**config.mk**
```make
export PLATFORM = sky130hd
export DESIGN_NAME = score_display_mux_flat
export DESIGN_NICKNAME = d
export VERILOG_FILES = /design/src/rtl/score_display_mux_if.sv /design/src/rtl/score_display_mux.sv /design/src/flat_wrapper.sv
export SDC_FILE = /design/constraint.sdc
export NUM_CORES = 1
export LEC_CHECK = 0
export CAP_MARGIN = 5
export CORE_MARGIN = 2
export CORE_UTILIZATION = 45
export CTS_BUF_LIST = sky130_fd_sc_hd__clkbuf_2 sky130_fd_sc_hd__clkbuf_4 sky130_fd_sc_hd__clkbuf_8
export DETAILED_ROUTE_END_ITERATION = 7
export PLACE_DENSITY = 0.71
export SYNTH_ARGS = -nofsm -noshare
export SYNTH_HDL_FRONTEND = slang
export SYNTH_SLANG_ARGS = --single-unit
```
**constraint.sdc**
```tcl
create_clock -name clk_i -period 5.15 [get_ports clk_i]
set_input_delay 1.03 -clock clk_i [delete_from_list [all_inputs] [get_ports clk_i]]
set_output_delay 1.03 -clock clk_i [all_outputs]
set_load 0.05 [all_outputs]
```
**src/rtl/score_display_mux_if.sv**
```systemverilog
// score_display_mux_if: BCD digit inputs and multiplexed 7-segment display outputs
interface score_display_mux_if;
    logic [3:0] tens_i;
    logic [3:0] ones_i;
    logic [6:0] seg_o;
    logic [1:0] dig_o;
    logic       frame_o;

    modport master (output tens_i, ones_i, input seg_o, dig_o, frame_o);
    modport slave  (input tens_i, ones_i, output seg_o, dig_o, frame_o);
endinterface

```
**src/rtl/score_display_mux.sv**
```systemverilog
// score_display_mux: 2-digit time-multiplexed 7-segment driver with per-frame shadow capture (option: LEADING_ZERO_BLANK_EN)
module score_display_mux #(
    parameter int REFRESH_DIV = 1000
) (
    input logic               clk_i,
    input logic               rst_ni,
    score_display_mux_if.slave bus
);
    localparam int CW = (REFRESH_DIV > 1) ? $clog2(REFRESH_DIV) : 1;

    logic [CW-1:0] cnt;
    logic          slot;
    logic [3:0]    shadow_tens;
    logic [3:0]    shadow_ones;
    logic [3:0]    digit;
    logic          last;
    logic          blank;
    logic [6:0]    seg_next;
    logic [1:0]    dig_next;

    assign last        = cnt == CW'(REFRESH_DIV - 1);
    assign bus.frame_o = last && slot;
    assign digit       = slot ? shadow_tens : shadow_ones;

`ifdef LEADING_ZERO_BLANK_EN
    assign blank = slot && shadow_tens == 4'd0;
`else
    assign blank = 1'b0;
`endif

    // Segment pattern of the digit shown in the current slot; non-BCD shows a dash
    always_comb begin
        seg_next = 7'h40;
        case (digit)
            4'd0: seg_next = 7'h3F;
            4'd1: seg_next = 7'h06;
            4'd2: seg_next = 7'h5B;
            4'd3: seg_next = 7'h4F;
            4'd4: seg_next = 7'h66;
            4'd5: seg_next = 7'h6D;
            4'd6: seg_next = 7'h7D;
            4'd7: seg_next = 7'h07;
            4'd8: seg_next = 7'h7F;
            4'd9: seg_next = 7'h6F;
            default: seg_next = 7'h40;
        endcase
        if (blank) seg_next = 7'h00;
    end

    // First cycle of every slot is blanked so the previous digit cannot ghost
    assign dig_next = (cnt == '0 || blank) ? 2'b00 : (slot ? 2'b10 : 2'b01);

    // Prescaler, slot toggle and once-per-frame shadow reload
    always_ff @(posedge clk_i or negedge rst_ni) begin
        if (!rst_ni) begin
            cnt         <= '0;
            slot        <= 1'b0;
            shadow_tens <= 4'd0;
            shadow_ones <= 4'd0;
        end else begin
            cnt  <= last ? '0 : cnt + CW'(1);
            slot <= slot ^ last;
            if (last && slot) begin
                shadow_tens <= bus.tens_i;
                shadow_ones <= bus.ones_i;
            end
        end
    end

    // Registered display drive, one cycle behind the scan state
    always_ff @(posedge clk_i or negedge rst_ni) begin
        if (!rst_ni) begin
            bus.seg_o <= 7'h00;
            bus.dig_o <= 2'b00;
        end else begin
            bus.seg_o <= seg_next;
            bus.dig_o <= dig_next;
        end
    end
endmodule

```
**src/flat_wrapper.sv**
```systemverilog
// flat-port wrapper written by rule: the top's interface ports become plain ports
module score_display_mux_flat 
#(
    parameter int REFRESH_DIV = 1000
)
  (clk_i, rst_ni, bus_tens_i, bus_ones_i, bus_seg_o, bus_dig_o, bus_frame_o);
  score_display_mux_if bus_i ();
  input logic clk_i;
  input logic rst_ni;
  input wire logic [$bits(bus_i.tens_i)-1:0] bus_tens_i;
  input wire logic [$bits(bus_i.ones_i)-1:0] bus_ones_i;
  output wire logic [$bits(bus_i.seg_o)-1:0] bus_seg_o;
  output wire logic [$bits(bus_i.dig_o)-1:0] bus_dig_o;
  output wire logic [$bits(bus_i.frame_o)-1:0] bus_frame_o;
  assign bus_i.tens_i = bus_tens_i;
  assign bus_i.ones_i = bus_ones_i;
  assign bus_seg_o = bus_i.seg_o;
  assign bus_dig_o = bus_i.dig_o;
  assign bus_frame_o = bus_i.frame_o;
  score_display_mux #(.REFRESH_DIV(REFRESH_DIV)) u_core (.clk_i(clk_i), .rst_ni(rst_ni), .bus(bus_i));
endmodule
```
==> results of run 1 <==
## per-stage QoR
stage          hold slack (ns)  total power, uW   util
5_1_grt                  0.555              352  0.574
6_report                 0.525              339  0.574
2_1_floorplan            0.474              224      -
4_1_cts                  0.532              343  0.574
3_5_place_dp             0.498              236  0.561
3_3_place_gp             0.490              235  0.561
## registers in the layout (all words and copies together) (netlist names)
signal	count
u_core.cnt	10
u_core.bus.seg_o	7
u_core.shadow_tens	4
u_core.bus.dig_o	2
u_core.slot	1
u_core.shadow_ones	4
## routing by layer
| layer | wire length (um) | track usage |
|---|---|---|
| met1 | 1050 | 0.215 |
| met2 | 1130 | 0.257 |
| met3 | 59 | 0.0198 |
| met4 | 19 | 0.0532 |
| met5 | 0 | 0 |
## critical path, stage by stage, from the launching register on
cell             delay [ns]
dfrtp_1                0.47
ha_1                   0.26
nand4_1                0.13
or3_4                  0.37
nor3_4                 0.22
ha_1                   0.44
clkdlybuf4s50_1        0.88
## synthesized netlist by cell type (3+ instances only)
library cell	number	area share
ha_1	9	0.084
mux2_2	9	0.076
nand3_1	4	0.015
nor2b_1	3	0.014
a21oi_1	5	0.019
nor2_1	8	0.022
nand2_1	7	0.020
xor2_1	4	0.026
inv_1	7	0.020
o21ai_0	6	0.022
dfrtp_1	28	0.52
## kinds of logic (layout without fill, tap and decap cells)
| logic type | count (synthesis) | after routing |
|---|---|---|
| xor gates and xnor gates | 5 | 5 |
| AOI/OAI and AO/OA | 18 | 18 |
| and+or+nand+nor | 32 | 32 |
| buffers and inverters | 9 | 31 |
| DFF | 28 | 28 |
| muxes | 13 | 13 |
| adders and majority gates | 9 | 9 |
## layout make-up
class | count | share of cell area
Tap cell | 31 | 0.0243
Inverter | 7 | 0.0164
Multi-Input combinational cell | 77 | 0.374
Clock buffer | 4 | 0.0227
Sequential cell | 28 | 0.439
Timing Repair Buffer | 20 | 0.124
## power groups by stage
stage / sequential [uW] / combinational, uW / clock (uW)
final: 220 / 11.2 / 108
after global routing: 220 / 12.8 / 119
after CTS: 220 / 11.8 / 112
after detailed placement: 224 / 11.7 / 0
after global placement: 224 / 11.4 / 0
after floorplan: 224 / 0.0515 / 0
## worst paths after layout
check,end,cells after the start
max,bus_frame_o,6
min reg2reg,u_core.shadow_ones[0],1
max in group asynchronous,u_core.shadow_tens[1],2
max reg2reg,u_core.shadow_tens[0],6
min,u_core.shadow_ones[0],1
min in group asynchronous,u_core.cnt[3],2
==> flow_summary.json, run 1 <==
{
  "detail-route-antenna-nets": 0,
  "die_y_um": 58.5,
  "crit_type": "flip-flop to output port",
  "slew_headroom": 0.664,
  "max_freq_ghz": 0.241,
  "crit_required_ns": 4.12,
  "synth_mux_area_frac": 0.118,
  "synthSimpleGateAreaFrac": 0.131,
  "synth_top_family_by_area": "simple AND/OR/NAND/NOR gates",
  "hp-class": "flip-flop to flip-flop",
  "internal_power_uw": 270,
  "h-tree-depth": 1,
  "rows": 19,
  "synthAdderAreaFrac": 0.0843,
  "area_delta_synth_final_pct": 19.6,
  "fin_tns_setup_ns": 0,
  "ios": 20,
  "core_area_sq_mm": 0.00278,
  "seqPwrFrac": 0.649,
  "antenna_found_initial": 0,
  "vias": 903,
  "r2r-start": "u_core.cnt[0]",
  "avgViaCountPerCell": 5.41,
  "synth_fp_nets": 133,
  "cts_setup_buffers": 0,
  "cts_buffer_depth": 2,
  "r2r_setup_slack_ns": 2.76,
  "finalSetupViolCount": 0,
  "n_antenna_cell": 0,
  "routedWlPerCell_um": 13.6,
  "rsz0062_at_grt": "false",
  "remaining_drc_errors": 0,
  "crit_path_end_kind": "output port",
  "cts_sinks": 28,
  "wl_um": 2260,
  "sw_frac_of_total": 0.204,
  "peakVddDrop_v": 0.000161,
  "fp.dieArea_sq_mm": 0.00342,
  "grtUsageTotal": 0.156,
  "crit_arrival_ns": 3.11,
  "synth_compound_area_frac": 0.0815,
  "grt_overflow": 0,
  "syn_area_sq_mm": 0.00134,
  "synth_area_per_cell_sq_um": 11.7,
  "hpwl_um": 1750,
  "start_util": 0.480,
  "path_max_fanout": 9,
  "ys_seq_area_frac": 0.524,
  "drt_pre_antenna_iters": 4,
  "synthArstFlopShare": 1.00,
  "register_area_sq_um": 701,
  "crit_start": "u_core.cnt[0]",
  "cts-resized-gates": 0,
  "routabilityCongestion": 0.802,
  "yosys_warnings": 0,
  "ys.flop_type": "dfrtp_1",
  "dp_cells": 163,
  "final_cell_mix": "dfrtp_1, clkdlybuf4s50_1, mux2_2, ha_1, nor2_1",
  "period_needed_ns": 4.14,
  "grt_max_degree": 29,
  "path_clk_slew_ns": 0.15,
  "clock_latency_ns": 0.32,
  "grt_pass1_wl_um": 4080,
  "power_density_mw_per_mm2": 212,
  "power.leakage_uw": 0.000737,
  "cp-start-kind": "flip-flop",
  "synth-edff-count": 0,
  "multi_input_area_sq_um": 598,
  "cts_buffers": 3,
  "die_x_um": 58.5,
  "synth.distinct_cells": 31,
  "placed_cell_area_sq_mm": 0.00156,
  "io_buffers": 19,
  "fin_area_sq_mm": 0.00160,
  "drv_slew": 0,
  "power_frac_clock": 0.317,
  "synth-xor-area-share": 0.0328,
  "skew_ns": 0.00340,
  "cts_tree": "yes",
  "mostFrequentLayoutCell": "dfrtp_1",
  "final_min_period_over_clock_period": 0.804,
  "grt_pass1_vias": 913,
  "fillers": 238,
  "cts-hold-fix-buffers": 0,
  "combinationalPowerShare": 0.033,
  "layout-drive-gt1-share": 0.132,
  "tightestPinTransition_ns": 0.490,
  "ys_ff_latch": 28,
  "maxCapViolations": 0,
  "setup_ws_ns": 1.01,
  "syn-instance-count": 114,
  "hold_viol": 0,
  "status": "completed",
  "drt_iter0_drc": 9,
  "final_nets": 156,
  "switching_power_uw": 69.1,
  "fin_cells": 167,
  "place_ws_ns": 1.38,
  "hold_start": "u_core.shadow_ones[0]",
  "clock-root-buffer": "clkbuf_4"
}
Note: power is estimated with default switching activity, not from simulation.
==> run 2, diff against run 1 <==
- PLACE_DENSITY: 0.71 -> 0.74
- clock period: 5.15 -> 3.65 ns (I/O delays scaled with it)
==> run 2 against run 1 <==
  * Register-to-register slack worse by 1.6 ns
  * Sequential power is 41% higher
  * Via count is 3.2% higher
  * Cell count unchanged
  * Clock power increased by 39%
  * Setup slack worse by 0.68 ns
  * Non-clock buffer count stayed put
==> flow_summary.json, run 2 (synthesis gave the netlist of run 1 again) <==
{
  "status": "completed",
  "regMostFlops": "u_core.cnt",
  "drt_pre_antenna_iters": 4,
  "cts_tree": "yes",
  "crit_path_end_kind": "output port",
  "cts-hold-fix-buffers": 0,
  "cp-start-kind": "flip-flop",
  "clock_latency_ns": 0.32,
  "power_frac_clock": 0.315,
  "hpwl_um": 1810,
  "cts_buffer_depth": 2,
  "crit_required_ns": 2.92,
  "mostFrequentLayoutCell": "dfrtp_1",
  "antenna_found_initial": 0,
  "grtUsageTotal": 0.156,
  "cts_sinks": 28,
  "slew_headroom": 0.624,
  "maxCapViolations": 0,
  "die_y_um": 58.5,
  "grt_pass1_wl_um": 4000,
  "r2r-end": "u_core.shadow_tens[0]",
  "rr_worst_depth": 6,
  "combinationalPowerShare": 0.033,
  "path_clk_slew_ns": 0.15,
  "grt_pass1_vias": 895,
  "tightestPinTransition_ns": 0.548,
  "peakVddDrop_v": 0.000266,
  "cts_setup_buffers": 0,
  "avgViaCountPerCell": 5.58,
  "hp-class": "flip-flop to flip-flop",
  "dp_cells": 163,
  "core_area_sq_mm": 0.00278,
  "h-tree-depth": 1,
  "rsz0062_at_grt": "false",
  "seqPwrFrac": 0.651,
  "crit_start": "u_core.cnt[0]",
  "cts_buffers": 3,
  "min_delay_path_depth": 1,
  "drv_slew": 0,
  "n_antenna_cell": 0,
  "largest_reg_flops": 10,
  "grt_overflow": 0,
  "io_buffers": 19,
  "r2r_setup_slack_ns": 1.17,
  "fp.dieArea_sq_mm": 0.00342,
  "period_needed_ns": 3.32,
  "wl_um": 2440,
  "final_nets": 156,
  "power_density_mw_per_mm2": 299,
  "area_delta_synth_final_pct": 19.4,
  "internal_power_uw": 380,
  "skew_ns": 0.00361,
  "holdPathEnd": "u_core.shadow_ones[0]",
  "r2r-start": "u_core.cnt[0]",
  "die_x_um": 58.5,
  "max_freq_ghz": 0.301,
  "finalSetupViolCount": 0,
  "fin_tns_setup_ns": 0,
  "ios": 20,
  "sw_frac_of_total": 0.202,
  "fin_cells": 167,
  "switching_power_uw": 96.2,
  "start_util": 0.480,
  "detail-route-antenna-nets": 0,
  "rows": 19,
  "layout-drive-gt1-share": 0.140,
  "final_cell_mix": "dfrtp_1, clkdlybuf4s50_1, mux2_2, ha_1, nor2_1",
  "hold_start": "u_core.shadow_ones[0]",
  "routedWlPerCell_um": 14.6,
  "cts-resized-gates": 0,
  "drt_iter0_drc": 24,
  "grt_max_degree": 29,
  "routabilityCongestion": 0.869,
  "clock-root-buffer": "clkbuf_4",
  "reg.largest.list": "u_core.cnt: 10 flops, u_core.bus.seg_o: 7 flops",
  "final_min_period_over_clock_period": 0.909,
  "vias": 932,
  "path_max_fanout": 9,
  "power.leakage_uw": 0.000739,
  "hold_viol": 0,
  "remaining_drc_errors": 0,
  "crit_arrival_ns": 2.59,
  "crit_type": "flip-flop to output port"
}
run 2: cell types whose count changed in the layout (fill, tap and decap cells not counted):
cell	before	now
buf_4	1	2
clkdlybuf4s50_1	19	18
run 2: worst max-delay path by stage:
stage | to | cells past startpoint
2_1_floorplan | u_core.shadow_ones[0] | 7
3_3_place_gp | bus_frame_o | 6
3_5_place_dp | bus_frame_o | 6
4_1_cts | bus_frame_o | 6
5_1_grt | bus_frame_o | 6
6_report | bus_frame_o | 6
run 2: cell type report:
type,count,area [sq um]
sequential,28,701
multi-input combinational,77,598
clock buffer,4,36.3
tap,31,38.8
timing repair buffer,20,195
inverter,7,26.3
fill,236,1190
run 2: metrics by stage:
stage / total power (uW) / worst slack, ns / hold WS, ns / area, sq um / util
2_1_floorplan: 316 / 1.01 / 0.434 / 1340 / -
3_3_place_gp: 332 / 0.840 / 0.490 / 1560 / 0.561
3_5_place_dp: 333 / 0.765 / 0.499 / 1560 / 0.561
4_1_cts: 480 / 0.340 / 0.532 / 1600 / 0.574
5_1_grt: 495 / 0.178 / 0.560 / 1600 / 0.574
6_report: 477 / 0.332 / 0.526 / 1600 / 0.574
run 2: critical path: stages (launching register included):
cell and delay, ns:
dfrtp_1 0.49, ha_1 0.27, nand4_1 0.16, or3_4 0.39
nor3_4 0.23, ha_1 0.45, buf_4 0.28
run 2: metal layers:
metal	track usage	wire [um]	vias up
li1	-	-	444
met1	0.195	1060	461
met2	0.273	1260	25
met3	0.0154	94	2
met4	0.0698	27	0
met5	0	0	-
run 2: power groups by stage:
stage	sequential [uW]	combinational [uW]	clock, uW
after CTS	310	16.8	152
after floorplan	316	0.0725	0
after detailed placement	316	16.6	0
after global routing	310	17.9	167
final	310	15.9	150
after global placement	316	16.1	0
